**config.mk**
```make
export PLATFORM = sky130hd
export DESIGN_NAME = nand3_ro_meter
export DESIGN_NICKNAME = d
export VERILOG_FILES = /design/src/rtl/nand3_ro_meter_pkg.sv /design/src/rtl/ro_sync.sv /design/src/rtl/nand3_ro_meter.sv
export SDC_FILE = /design/constraint.sdc
export NUM_CORES = 1
export LEC_CHECK = 0
export CORE_ASPECT_RATIO = 2
export CORE_MARGIN = 2
export CORE_UTILIZATION = 35
export DETAILED_ROUTE_END_ITERATION = 8
export GPL_ROUTABILITY_DRIVEN = 1
export MAX_ROUTING_LAYER = met4
export RECOVER_POWER = 50
export SYNTH_ARGS = -nofsm -noshare
export SYNTH_HDL_FRONTEND = slang
export SYNTH_SLANG_ARGS = --single-unit
```
**constraint.sdc**
```tcl
create_clock -name ck -period 3 [get_ports ck]
set_clock_uncertainty 0.05 [all_clocks]
set_input_delay 0.3 -clock ck [delete_from_list [all_inputs] [get_ports ck]]
set_output_delay 0.3 -clock ck [all_outputs]
set_load 0.02 [all_outputs]
```
**src/rtl/nand3_ro_meter_pkg.sv**
```systemverilog
// Shared types and constants for the nand3_x0 ring-oscillator tap meter.
package nand3_ro_meter_pkg;

  typedef enum logic [1:0] {
    ST_IDLE = 2'd0,
    ST_MEAS = 2'd1,
    ST_DONE = 2'd2
  } state_e;

  localparam int unsigned NSYNC_MIN = 2;

  // Widest supported count; narrower counters slice their all-ones value from here.
  localparam int unsigned CW_MAX   = 64;
  localparam logic [CW_MAX-1:0] CNT_ONES = {CW_MAX{1'b1}};

endpackage

```
**src/rtl/ro_sync.sv**
```systemverilog
// Multi-flop synchronizer for an asynchronous tap followed by a rising-edge detector.
module ro_sync
  import nand3_ro_meter_pkg::*;
#(
  parameter int unsigned NSYNC = 2
) (
  input  logic i_clk,
  input  logic i_rst,
  input  logic i_ro,
  output logic o_edge_c
);

  localparam int unsigned NS = (NSYNC < NSYNC_MIN) ? NSYNC_MIN : NSYNC;

  logic [NS-1:0] r_sync;
  logic          r_prev;

  always_ff @(posedge i_clk or posedge i_rst) begin
    if (i_rst) begin
      r_sync <= '0;
      r_prev <= 1'b0;
    end else begin
      r_sync <= {r_sync[NS-2:0], i_ro};
      r_prev <= r_sync[NS-1];
    end
  end

  assign o_edge_c = r_sync[NS-1] & ~r_prev;

endmodule

```
**src/rtl/nand3_ro_meter.sv**
```systemverilog
// Counts synchronized rising edges of a ring-oscillator tap over a programmed window.
module nand3_ro_meter
  import nand3_ro_meter_pkg::*;
#(
  parameter int unsigned CW    = 16,
  parameter int unsigned WW    = 16,
  parameter int unsigned NSYNC = 2
) (
  input  logic          ck,
  input  logic          rst,
  input  logic          ro,
  input  logic          start,
  input  logic [WW-1:0] window,
  input  logic          ack,
  output logic          busy,
  output logic          done,
  output logic [CW-1:0] count,
  output logic          ovf
);

  localparam logic [CW-1:0] CNT_MAX = CNT_ONES[CW-1:0];

  state_e        r_state;
  state_e        w_state_nxt;
  logic [WW-1:0] r_win;
  logic [WW-1:0] w_win_nxt;
  logic [CW-1:0] r_count;
  logic [CW-1:0] w_count_nxt;
  logic          r_ovf;
  logic          w_ovf_nxt;
  logic          r_busy;
  logic          r_done;
  logic          w_edge;

  ro_sync #(
    .NSYNC(NSYNC)
  ) u_ro_sync (
    .i_clk    (ck),
    .i_rst    (rst),
    .i_ro     (ro),
    .o_edge_c (w_edge)
  );

  // State, window counter and result registers.
  always_ff @(posedge ck or posedge rst) begin
    if (rst) begin
      r_state <= ST_IDLE;
      r_win   <= '0;
      r_count <= '0;
      r_ovf   <= 1'b0;
      r_busy  <= 1'b0;
      r_done  <= 1'b0;
    end else begin
      r_state <= w_state_nxt;
      r_win   <= w_win_nxt;
      r_count <= w_count_nxt;
      r_ovf   <= w_ovf_nxt;
      r_busy  <= (w_state_nxt == ST_MEAS);
      r_done  <= (w_state_nxt == ST_DONE);
    end
  end

  // Next-state logic; the window counter expiring at 1 gives exactly W MEAS cycles.
  always_comb begin
    w_state_nxt = r_state;
    w_win_nxt   = r_win;
    w_count_nxt = r_count;
    w_ovf_nxt   = r_ovf;
    case (r_state)
      ST_IDLE: begin
        if (start) begin
          w_count_nxt = '0;
          w_ovf_nxt   = 1'b0;
          if (window != '0) begin
            w_win_nxt   = window;
            w_state_nxt = ST_MEAS;
          end else begin
            w_state_nxt = ST_DONE;
          end
        end
      end
      ST_MEAS: begin
        w_win_nxt = r_win - WW'(1);
        if (w_edge) begin
          if (r_count == CNT_MAX) begin
            w_ovf_nxt = 1'b1;
          end else begin
            w_count_nxt = r_count + CW'(1);
          end
        end
        if (r_win == WW'(1)) begin
          w_state_nxt = ST_DONE;
        end
      end
      ST_DONE: begin
        if (ack) begin
          w_state_nxt = ST_IDLE;
        end
      end
      default: begin
        w_state_nxt = ST_IDLE;
      end
    endcase
  end

  assign busy  = r_busy;
  assign done  = r_done;
  assign count = r_count;
  assign ovf   = r_ovf;

endmodule

```
; ---- Word level (Yosys, flattened, before mapping)
; Index checks and enable logic that the tools add are counted.
[word_totals]
out_inout_bits = 19
wordCells = 45
reg_bits = 40
inputBits = 21
[op_classes]
n_reduce_logical = 6
n_addsub = 2
n_bitwise = 2
mux = 16
n_eq_ne = 11
[ops]
columns = cell, n
row1 = two-way mux 16 bit, 5
row2 = case mux 16 bit (2 select lines), 2
row3 = "adder 16 x 1 -> 16 bit, second input constant", 1
row4 = "equality test 16 x 1 -> 1 bit, second input constant", 1
row5 = "equality test 16 bit, second input constant", 1
row6 = nonzero test 16 bit, 1
row7 = "subtractor 16 x 1 -> 16 bit, second input constant", 1
row8 = two-way mux 2 bit, 4
row9 = "inequality test 2 bit, second input constant", 4
row10 = AND reduction 4 bit, 2
row11 = case mux 2 bit (3 select lines), 1
row12 = "equality test 2 x 1 -> 1 bit, second input constant", 2
row13 = "equality test 2 bit, second input constant", 2
row14 = two-way mux 1 bit, 3
row15 = AND reduction 3 bit, 1
row16 = logical NOT 2 bit, 1
row17 = "inequality test 2 x 1 -> 1 bit, second input constant", 1
row18 = case mux 1 bit (2 select lines), 1
row19 = nonzero test 2 bit, 1
row20 = bitwise AND 1 bit, 1
row21 = inverter 1 bit, 1

; ---- Longest topological paths before layout
[logic_depth]
word_depth = 5
ltp_mapped = 7
mapped_depth_nobuf = 6

; ---- By module
; A second synthesis with hierarchy kept.
[unflattened]
hier_cells = 242
hier_area_um2 = 2269.7
[by_module_without_submodules]
columns = mod, instances, area_each_um2, cells_each
row1 = nand3_ro_meter, 1, 2177.1, 237
row2 = ro_sync, 1, 92.6, 5

; ---- Worst setup path before layout
; No wires, ideal clock.
[synth_path]
kind = register -> register
start = register r_win[4]
end = register r_win[10]
arrival_time_ns = 2.070
period_less_slack_ns = 2.246
stages_incl_launch_ff = 7
required_ns = 2.824
setup_slack_ns = 0.754
cell_sequence = dfrtp_1 > buf_6 > or4_4 > or3_1 > clkbuf_2 > o32a_1 > a221o_1
[synth_via]
elab_chain_cells = 2
[synth_lines]
columns = item, line_no
row1 = "start, declared", nand3_ro_meter.sv:25  ; logic [WW-1:0] r_win;
row2 = "start signal, assigned", nand3_ro_meter.sv:55  ; r_win <= w_win_nxt;
row3 = subtractor 16 x 1 -> 16 bit, nand3_ro_meter.sv:83  ; w_win_nxt = r_win - WW'(1);
row4 = case mux 16 bit (2 select lines), nand3_ro_meter.sv:69  ; case (r_state)
; No other way between the ends.
; A chain may end at the register's enable or synchronous reset.

; ---- Worst setup path after layout
; Same ends and word-level chain as after synthesis.

==> run_results.csv <==
group,metric,value,unit
status,outcome,"completed",
critical_path,endpoint_kind,"register",
sta,max_freq,423.9,MHz
sta,hold_viol_final,0,
final_layout,n_fill_cell,604,
detailed_routing,drt_pass1_iterations,4,
global_route,track_usage,20.68,%
critical_path,crit_fanout,9,
power,total_power,2.099,mW
floorplanning,dieWidth,61.13,µm
final_layout,area.growth.synth_to_final,29.74,%
clocking,cts_resized,0,
critical_path,crit_chain,"or4_4 -> or3_1 -> o32a_1 -> a221o_1",
clocking,clk_pin_slew,60,ps
sta,maxSlewViolCount,0,
global_route,antenna_found_initial,0,
floorplanning,core_area,0.006310,mm²
clocking,cts-buffers-inserted,5,
synthesis,syn_area,0.002285,mm²
final_layout,num_antenna_cells,0,
sta,fin_crit,2359,ps
final_layout,fin_cells,369,
floorplanning,rows,41,
sta,hold_slack,296.3,ps
global_route,grt_first_pass_wirelength,10960,µm
critical_path,arrival,2470,ps
final_layout,multi_input_area,0.001202,mm²
synthesis,ys_warn_count,0,
critical_path,cp_top_family,"simple AND/OR/NAND/NOR gates",
clocking,clock-root-buffer,"clkbuf_16",
clocking,htree_num_levels,2,
place,dp.cells,361,
detailed_routing,vias,2195,
critical_path,r2r_start,"r_win[4]$_DFFE_PP0P_",
synthesis,ys_ff_latch,40,
critical_path,cp_slowest_cell,"or4_4",
synthesis,synth_edf_count,0,
synthesis,yosysUniqueCellTypes,51,
clocking,cts_tree,"built",
synthesis,syn_nets,266,
floorplanning,top_level_ports,40,
synthesis,synth-seq-area-share,43.81,%
detailed_routing,route.antenna.remaining_nets,0,
power,ir_drop,0.4562,mV
global_route,grt_max_degree,41,
power,power_leakage,1.130,nW
synthesis,async_reset_ff_share,100.0,%
clocking,cts_hold_buf,0,
sta,setup_viol,0,
sta,worstMarginPinSlew,1032,ps
synthesis,syn_avg_cell_area,9.441,µm²
detailed_routing,totalWireLength,6530,µm
sta,rsz0062_at_grt,"false",
final_layout,seqCellArea,0.001001,mm²
synthesis,synth_ff_type,"dfrtp_1",
place,dp_hpwl,4943,µm
min_path,hp-class,"register to register",
final_layout,final_nets,306,
critical_path,start_kind,"register",
floorplanning,dieArea,0.007229,mm²
clocking,clock_latency,280,ps
detailed_routing,wl_per_cell,17.70,µm
final_layout,fin_util,46.98,%
clocking,clock_sinks,40,
sta,timing.final.crit_share,78.64,%
global_route,grt_overflow,0,
synthesis,syn-instance-count,242,
job,cap_violations,0,
place,routabilityCongestion,0.8970,
detailed_routing,drtIter0Drc,94,
detailed_routing,vias_per_cell,5.949,
final_layout,drive_above_1_share,8.834,%
critical_path,critPathKind,"register to register",
global_route,grt_pass1_vias,2291,
clocking,cts_setup_buffers,0,
sta,tns,0,ps
critical_path,critPathRequiredTime,3110,ps
critical_path,crit_path_max_incr_delay,600,ps
critical_path,cp.buffers_inverters,0,
sta,relSlewSlack,31.19,%
power,power.density,708.1,mW/mm²
floorplanning,initial_core_util,36.21,%
floorplanning,die_h,118.3,µm
clocking,clk_path_buf_depth,2,
critical_path,rrSetupSlack,640,ps
critical_path,setup.worst_path.start,"r_win[4]$_DFFE_PP0P_",
place,io_buffers,39,
min_path,min_from,"u_ro_sync.r_sync[0]$_DFF_PP0_",
detailed_routing,drc,0,
## stage by stage
step                      worst slack [ps]  instance area, µm²
after floorplan                      754.1                2285
final                                640.9                2964
after CTS                            646.4                2967
after detailed placement             486.9                2784
after global routing                 567.6                2964
after global placement               502.4                2784
## synthesized netlist by cell type (all sizes together) (2+ instances only)
cell type  instances  share of area (%)
nand4              8                2.2
nor3b              2               0.88
and2               4                1.1
nor3               5                1.1
a311o              3                1.4
nand3              7                1.5
a21oi             13                2.8
and4               5                1.9
inv                8                1.3
a31oi              6                1.6
nor2              14                2.3
or2                2               0.55
nand2             15                2.5
nand2b             3               0.82
clkbuf            12                2.0
nor4              15                4.1
o41ai              5                1.9
o21ai             10                2.2
or4               12                4.1
o211ai             4                1.3
dfrtp             40                 44
a311oi             2               0.77
o221a              3                1.5
o31ai              9                3.0
and3               6                1.6
o2bb2ai            2               0.77
mux2i              3                1.3
ha                 3                1.6
or3                3               0.82
## routing by layer
metal / global-route usage (%) / vias up / share of wire (%)
met5: - / - / 0
met4: 12.50 / 0 / 5.4
met3: 2.735 / 26 / 3.0
met2: 35.90 / 68 / 56
met1: 20.35 / 1053 / 36
li1: - / 1048 / -
## cell usage in the layout, fill, tap and decap left out, types with 6 or more instances in the layout
master,Yosys,final
o21ai_0,10,10
clkdlybuf4s50_1,0,31
o31ai_1,9,9
nand2_1,15,15
a21oi_1,13,13
nand4_1,8,8
dfrtp_1,40,40
nor4_1,15,14
buf_4,0,6
a31oi_1,6,6
and3_1,6,6
inv_1,8,8
dlygate4sd3_1,0,8
or4_1,11,11
nor2_1,14,14
nand3_1,7,7
## area by class of cell
class / count / area share (%)
inverters: 8 / 1.013
multi-input cells: 181 / 40.57
well taps: 86 / 3.630
clock buffers: 7 / 5.150
clock inverters: 1 / 1.013
repair buffers: 46 / 14.86
flip-flops and latches: 40 / 33.77
## report_power, final
part	switching [mW]	total [mW]	leakage, nW	internal, mW
Sequential	0.202	0.884	0.499	0.682
Combinational	0.284	0.563	0.540	0.279
Clock	0.214	0.652	0.0901	0.438
## sequential cells by signal, summed over array words and instances (netlist names)
| signal | count |
|---|---|
| count | 16 |
| r_win | 16 |
| r_state | 2 |
| u_ro_sync.r_sync | 2 |
| busy | 1 |
| done | 1 |
| ovf | 1 |
| u_ro_sync.r_prev | 1 |
## cells by family after synthesis
group | share of synthesized area, %
buffers and inverters | 3.833
AO/OA/AOI/OAI | 21.85
adder cells (fa/ha/maj) | 1.643
AND/OR/NAND/NOR | 27.55
multiplexers | 1.314
flip-flops | 43.81
## final timing paths
check / to / depth (start not counted)
max reg2reg: r_win[10]$_DFFE_PP0P_ / 4
min in group asynchronous: count[3]$_DFFE_PP0P_ / 3
min: u_ro_sync.r_sync[1]$_DFF_PP0_ / 0
min reg2reg: u_ro_sync.r_sync[1]$_DFF_PP0_ / 0
max in group asynchronous: r_win[11]$_DFFE_PP0P_ / 3
max: r_win[10]$_DFFE_PP0P_ / 4
(Power assumes the default switching activity.)
==> variant 1: new RTL, same flow settings <==
Change the package constant `NSYNC_MIN` from 2 to 4.
--- a/src/rtl/nand3_ro_meter_pkg.sv
+++ b/src/rtl/nand3_ro_meter_pkg.sv
@@ -7,7 +7,7 @@
     ST_DONE = 2'd2
   } state_e;
 
-  localparam int unsigned NSYNC_MIN = 2;
+  localparam int unsigned NSYNC_MIN = 4;
 
   // Widest supported count; narrower counters slice their all-ones value from here.
   localparam int unsigned CW_MAX   = 64;
Behaviour: not the same (Yosys sat finds a counterexample within 4 cycles, from zero or initial values and one cycle with rst high).
==> variant 1 against the original RTL <==
Final area grew 2.5%. Count of clock-buffer cells in the layout shrank 2. Via count grew 3.6%. Setup slack gained 0.057 ns. Synthesized area grew 4.7%. Critical path type is now input port to flip-flop. Total power grew 0.63%. Sequential cell count grew 2. Routed wire length grew 4.1%. Fmax grew 2.5%.
==> variant 1: results (changes against the original RTL) <==
- The flow ran to the end, and the final reports show no timing, DRC or antenna violations.
- The nature of the critical path startpoint is an input port.
- The flop-to-flop setup slack is 0.74 ns (+0.10 ns).
- The data arrival time of the critical path is 2.43 ns (-0.04 ns).
- The post-detailed-placement half-perimeter wirelength is 5091 um (+3.0%).
- By area the synthesized netlist is led by dfrtp_1 44%, o31ai_1 3.1%, a21oi_1 2.9%, nand3_1 2.5%, or4_1 2.5%.
- The via count of the first global-routing pass is 2,166 (-5.5%).
- The wire length of the first global-routing pass is 10,930 um (-0.26%).
- The synthesized net count is 269 (+1.1%).
- The average vias per placed instance is 6.061 (+1.9%).
- The worst-case setup slack after placement is 0.4415 ns (-0.04543 ns).
- The static power due to leakage is 1.150 nW (+1.8%).
- The standard cell with the maximum stage delay on the critical path is nor4_1.
- The area of placed instances is 2873 um^2 (+3.2%).
- The final worst-path cycle share was 76.73% (-1.9 points).
- The DRC marker count from the first detailed-route iteration is 145 (+54%).
- The number of DRC violations after detailed routing is 0 (unchanged).
- The last weighted congestion value of the routability-driven placer is 0.9313 (+3.8%).
- The worst relative slew slack came to 28.54% (-2.6 points).
- The sequential area share after synthesis came to 43.93% (+0.12 points).
- Sorting the synthesized cells by how often they occur yields 42 x dfrtp_1, 15 x nand2_1, 14 x a21oi_1.
- The layout cell share with drive strength beyond 1 is 9.756% (+0.92 points).
- The critical path's largest stage delay is 0.54 ns (-0.06 ns).
- The share of flip-flops with an asynchronous set or reset is 100.0% (unchanged).
- The number of distinct standard cells referenced by the synthesized netlist was 55 (+7.8%).
- The final routed wirelength across all metal layers is 6798 um (+4.1%).
- The total global-route track usage came to 19.30% (-1.4 points).
- The worst hold path belongs to the class flip-flop to flip-flop.
- The number of filler instances in the final layout was 675 (+12%).
- The largest net degree at the start of global routing is 43 (+4.9%).
- The start point of the critical path is window[4].
- The top fanout value on the critical path is 10 (+1).
## variant 1: changes by cell type in the layout (fill, tap and decap cells not counted), moves of 4 or more
cell      unedited run  this run
nor4_1              14         9
o211ai_1             4         0
or3_1                3         8
nor3_1               5         9
nand3_1              7        12
a211oi_1             1         6
## variant 1: worst paths after layout
check | depth (start not counted) | end
setup / recovery | 5 | r_win[4]
hold / removal | 0 | u_ro_sync.r_sync[1]
setup reg to reg | 6 | r_win[12]
hold reg to reg | 0 | u_ro_sync.r_sync[1]
max in group asynchronous | 3 | r_win[11]
min in group asynchronous | 3 | count[3]
## variant 1: logic make-up after synthesis
kind of cell	after synthesis	share of synthesized area, %
and+or+nand+nor	110	29.39
AOI/OAI and AO/OA	67	19.72
DFF	42	43.93
buffers and inverters	20	4.131
muxes	3	1.255
adders and majority gates	3	1.569
## variant 1: per-layer routing
layer	vias up	track usage [%]	routed length, um
li1	1060	-	-
met1	1103	18.78	2429
met2	92	35.82	3852
met3	18	2.690	265
met4	0	11.25	251
met5	-	-	0
## variant 1: worst reg2reg max path, delay by kind of cell (launching register included)
kind | cells | cell delay [ns]
simple gates | 2 | 1.11
compound gates | 2 | 0.24
fa+ha+maj | 1 | 0.26
buf+inv | 1 | 0.10
flops | 1 | 0.40
## variant 1: metrics by stage
stage	hold WS (ns)	instances
2_1_floorplan	0.2812	245
3_3_place_gp	0.2822	367
3_5_place_dp	0.2856	367
4_1_cts	0.3004	375
5_1_grt	0.3075	375
6_report	0.2967	375
## variant 1: layout make-up
type | count | area [um^2] | area share (%)
Multi-Input combinational cell | 183 | 1242 | 40.88
Inverter | 9 | 33.78 | 1.112
Sequential cell | 42 | 1051 | 34.58
Tap cell | 88 | 110.1 | 3.623
Clock buffer | 5 | 125.1 | 4.117
Timing Repair Buffer | 45 | 432.9 | 14.24
Clock inverter | 3 | 43.79 | 1.441
## variant 1: report_power, final
part | total (mW) | switching (mW) | internal [mW] | leakage, nW
Sequential | 0.900 | 0.200 | 0.700 | 0.524
Combinational | 0.581 | 0.299 | 0.282 | 0.542
Clock | 0.631 | 0.237 | 0.394 | 0.0842
Total | 2.11 | 0.736 | 1.38 | 1.15
==> variant 2: new RTL, config.mk and constraints unchanged <==
Made on the original files. Re-encode `state_e` (3 states) as one-hot, 3 bits wide.
--- a/src/rtl/nand3_ro_meter_pkg.sv
+++ b/src/rtl/nand3_ro_meter_pkg.sv
@@ -1,10 +1,10 @@
 // Shared types and constants for the nand3_x0 ring-oscillator tap meter.
 package nand3_ro_meter_pkg;
 
-  typedef enum logic [1:0] {
-    ST_IDLE = 2'd0,
-    ST_MEAS = 2'd1,
-    ST_DONE = 2'd2
+  typedef enum logic [2:0] {
+    ST_IDLE = 3'b001,
+    ST_MEAS = 3'b010,
+    ST_DONE = 3'b100
   } state_e;
 
   localparam int unsigned NSYNC_MIN = 2;
Behaviour: no difference found for any inputs over 10 cycles, from zero or initial values and one cycle with rst high; not proved beyond that.
==> variant 2 against the original RTL <==
Fmax increased by 17%. Sequential cell count increased by 1. Final area decreased by 4.5%. Setup slack improved by 0.34 ns. Via count decreased by 11%. Routed wire length decreased by 14%. Total power decreased by 8.7%. Synthesized area decreased by 1.6%. First-iteration DRC count decreased by 6.4%. Worst hold slack improved by 0.019 ns. Global-route usage decreased by 2.8 points.
==> variant 2: results (changes against the original RTL) <==
- The run finished with clean final reports.
- The data arrival time of the critical path was 2.18 ns (-0.29 ns).
- The wire length of the first global-routing pass is 9363 um (-15%).
- The number of port buffers is 39 (unchanged).
- The number of distinct standard cells referenced by the synthesized netlist came to 56 (+9.8%).
- The placed instance count is 351 (-2.8%).
- By count the netlist is led by 40 x dfrtp_1, 26 x nand2_1, 20 x nor2_1.
- The static power due to leakage is 1.131 nW (+0.17%).
- The clock latency on the worst-skew pair is about 0.29 ns.
- The number of filler instances in the final layout is 635 (+5.1%).
- The standard cell with the maximum stage delay on the critical path is nand2_1.
- The final critical delay including setup and external delays is 2.014 ns (-0.3446 ns).
- The flop-to-flop setup slack is 0.99 ns (+0.34 ns).
- By area the synthesized netlist is led by dfrtp_1 45%, nand2_1 4.3%, nor2_1 3.3%, nand3_1 2.9%, o211ai_1 2.3%.
- The post-detailed-placement half-perimeter wirelength came to 4215 um (-15%).
- The DRC marker count from the first detailed-route iteration is 88 (-6.4%).
- The transition time of the tightest slew-check pin is 1.051 ns (+0.01913 ns).
- The buffer cell driving the clock tree root is clkbuf_16.
- The worst-case vdd ir drop is 493.6 uV (+8.2%).
- The detailed-route via count was 1,956 (-11%).
- The clock input transition at the sequential cells of the worst setup and hold paths is 0.06 ns (about the same).
- The most used flip-flop cell after synthesis is dfrtp_1.
- The final net count came to 296 (-3.3%).
- The number of H-tree levels came to 2 (unchanged).
- The largest net degree at the start of global routing is 42 (+2.4%).
- The synthesized net count is 258 (-3.0%).
- The number of buffers created by CTS is 5 (unchanged).
- The iteration count of the initial detailed-routing pass is 4 (unchanged).
- The count of synthesis-stage warnings from yosys was 0 (unchanged).
- The critical path's largest stage delay is 0.47 ns (-0.13 ns).
- The top fanout value on the critical path is 16 (+7).
- The non-filler instance count after layout is 359 (-2.7%).
- The cell family contributing the most delay on the critical path is simple AND/OR/NAND/NOR gates.
- The layout cell share with drive strength beyond 1 is 9.158% (+0.32 points).
- The final routed wirelength across all metal layers came to 5625 um (-14%).
- The total global-route track usage is 17.85% (-2.8 points).
- The sequential area share after synthesis came to 45.71% (+1.9 points).
- The worst hold path belongs to the class flip-flop to flip-flop.
- The post-cts gate resize count is 0 (unchanged).
- The post-CTS repair timing setup buffer count was 0 (unchanged).
- The last weighted congestion value of the routability-driven placer is 0.8564 (-4.5%).
- The share of flip-flops with an asynchronous set or reset is 100.0% (unchanged).
- The deepest clock path buffer count is 2 (unchanged).
- The antenna cell count is 0 (unchanged).
- The initial antenna violation count is 0 (unchanged).
- The worst-case setup slack after placement is 0.7097 ns (+0.2228 ns).
- The post-synthesis average cell area is 9.603 um^2 (+1.7%).
variant 2: cell count changes in the layout (fill, tap and decap cells not counted), sizes merged, moves of 6 or more:
cell | unedited run | this run
nand2 | 15 | 27
or4 | 12 | 1
o31ai | 9 | 0
nand3 | 7 | 15
nor4 | 15 | 7
nor2 | 14 | 21
a21oi | 13 | 7
variant 2: power by group:
part / internal, mW / switching, mW
clock: 0.305 / 0.229
sequential: 0.690 / 0.159
combinational: 0.217 / 0.317
total: 1.21 / 0.704
variant 2: worst paths after layout:
path	from	to	cells after the start
max	window[8]	r_win[4]	6
max reg2reg	r_state[0]	r_win[13]	5
min in group asynchronous	rst	count[8]	3
min reg2reg	u_ro_sync.r_sync[0]	u_ro_sync.r_sync[1]	0
max in group asynchronous	rst	r_win[11]	3
min	u_ro_sync.r_sync[0]	u_ro_sync.r_sync[1]	0
variant 2: area by class of cell:
cell class              instances  share of cell area [%]
multi-input cells             174                   39.33
flip-flops and latches         41                   36.28
repair buffers                 42                   14.49
clock buffers                   5                   4.419
well taps                      86                   3.800
inverters                       8                   1.061
clock inverters                 3                  0.6186
variant 2: cells by family (layout without fill, tap and decap cells):
| logic type | Yosys count | in the layout | share of synthesized area (%) |
|---|---|---|---|
| buf+inv | 19 | 58 | 4.510 |
| flops | 41 | 41 | 45.71 |
| xor+xnor | 7 | 7 | 2.728 |
| compound gates | 48 | 48 | 14.92 |
| simple gates | 114 | 114 | 29.57 |
| mux | 2 | 2 | 0.8909 |
| fa+ha+maj | 3 | 3 | 1.671 |
variant 2: layer usage:
| metal | global-route usage, % | share of wire [%] |
|---|---|---|
| met4 | 9.239 | 4.4 |
| met2 | 30.51 | 56 |
| met3 | 2.977 | 3.3 |
| met1 | 18.54 | 36 |
| met5 | - | 0 |
variant 2: metrics by stage:
| step | cell area (um^2) | hold slack, ns |
|---|---|---|
| after detailed placement | 2696 | 0.3114 |
| after global placement | 2696 | 0.3101 |
| after floorplan | 2247 | 0.2812 |
| final | 2831 | 0.3154 |
| after global routing | 2831 | 0.3338 |
| after CTS | 2839 | 0.3265 |
variant 2: worst register-to-register path: cells and delay by family (launching register included):
family / cells / cell delay, ns
and+or+nand+nor: 4 / 1.06
AOI/OAI and AO/OA: 1 / 0.23
DFF: 1 / 0.57
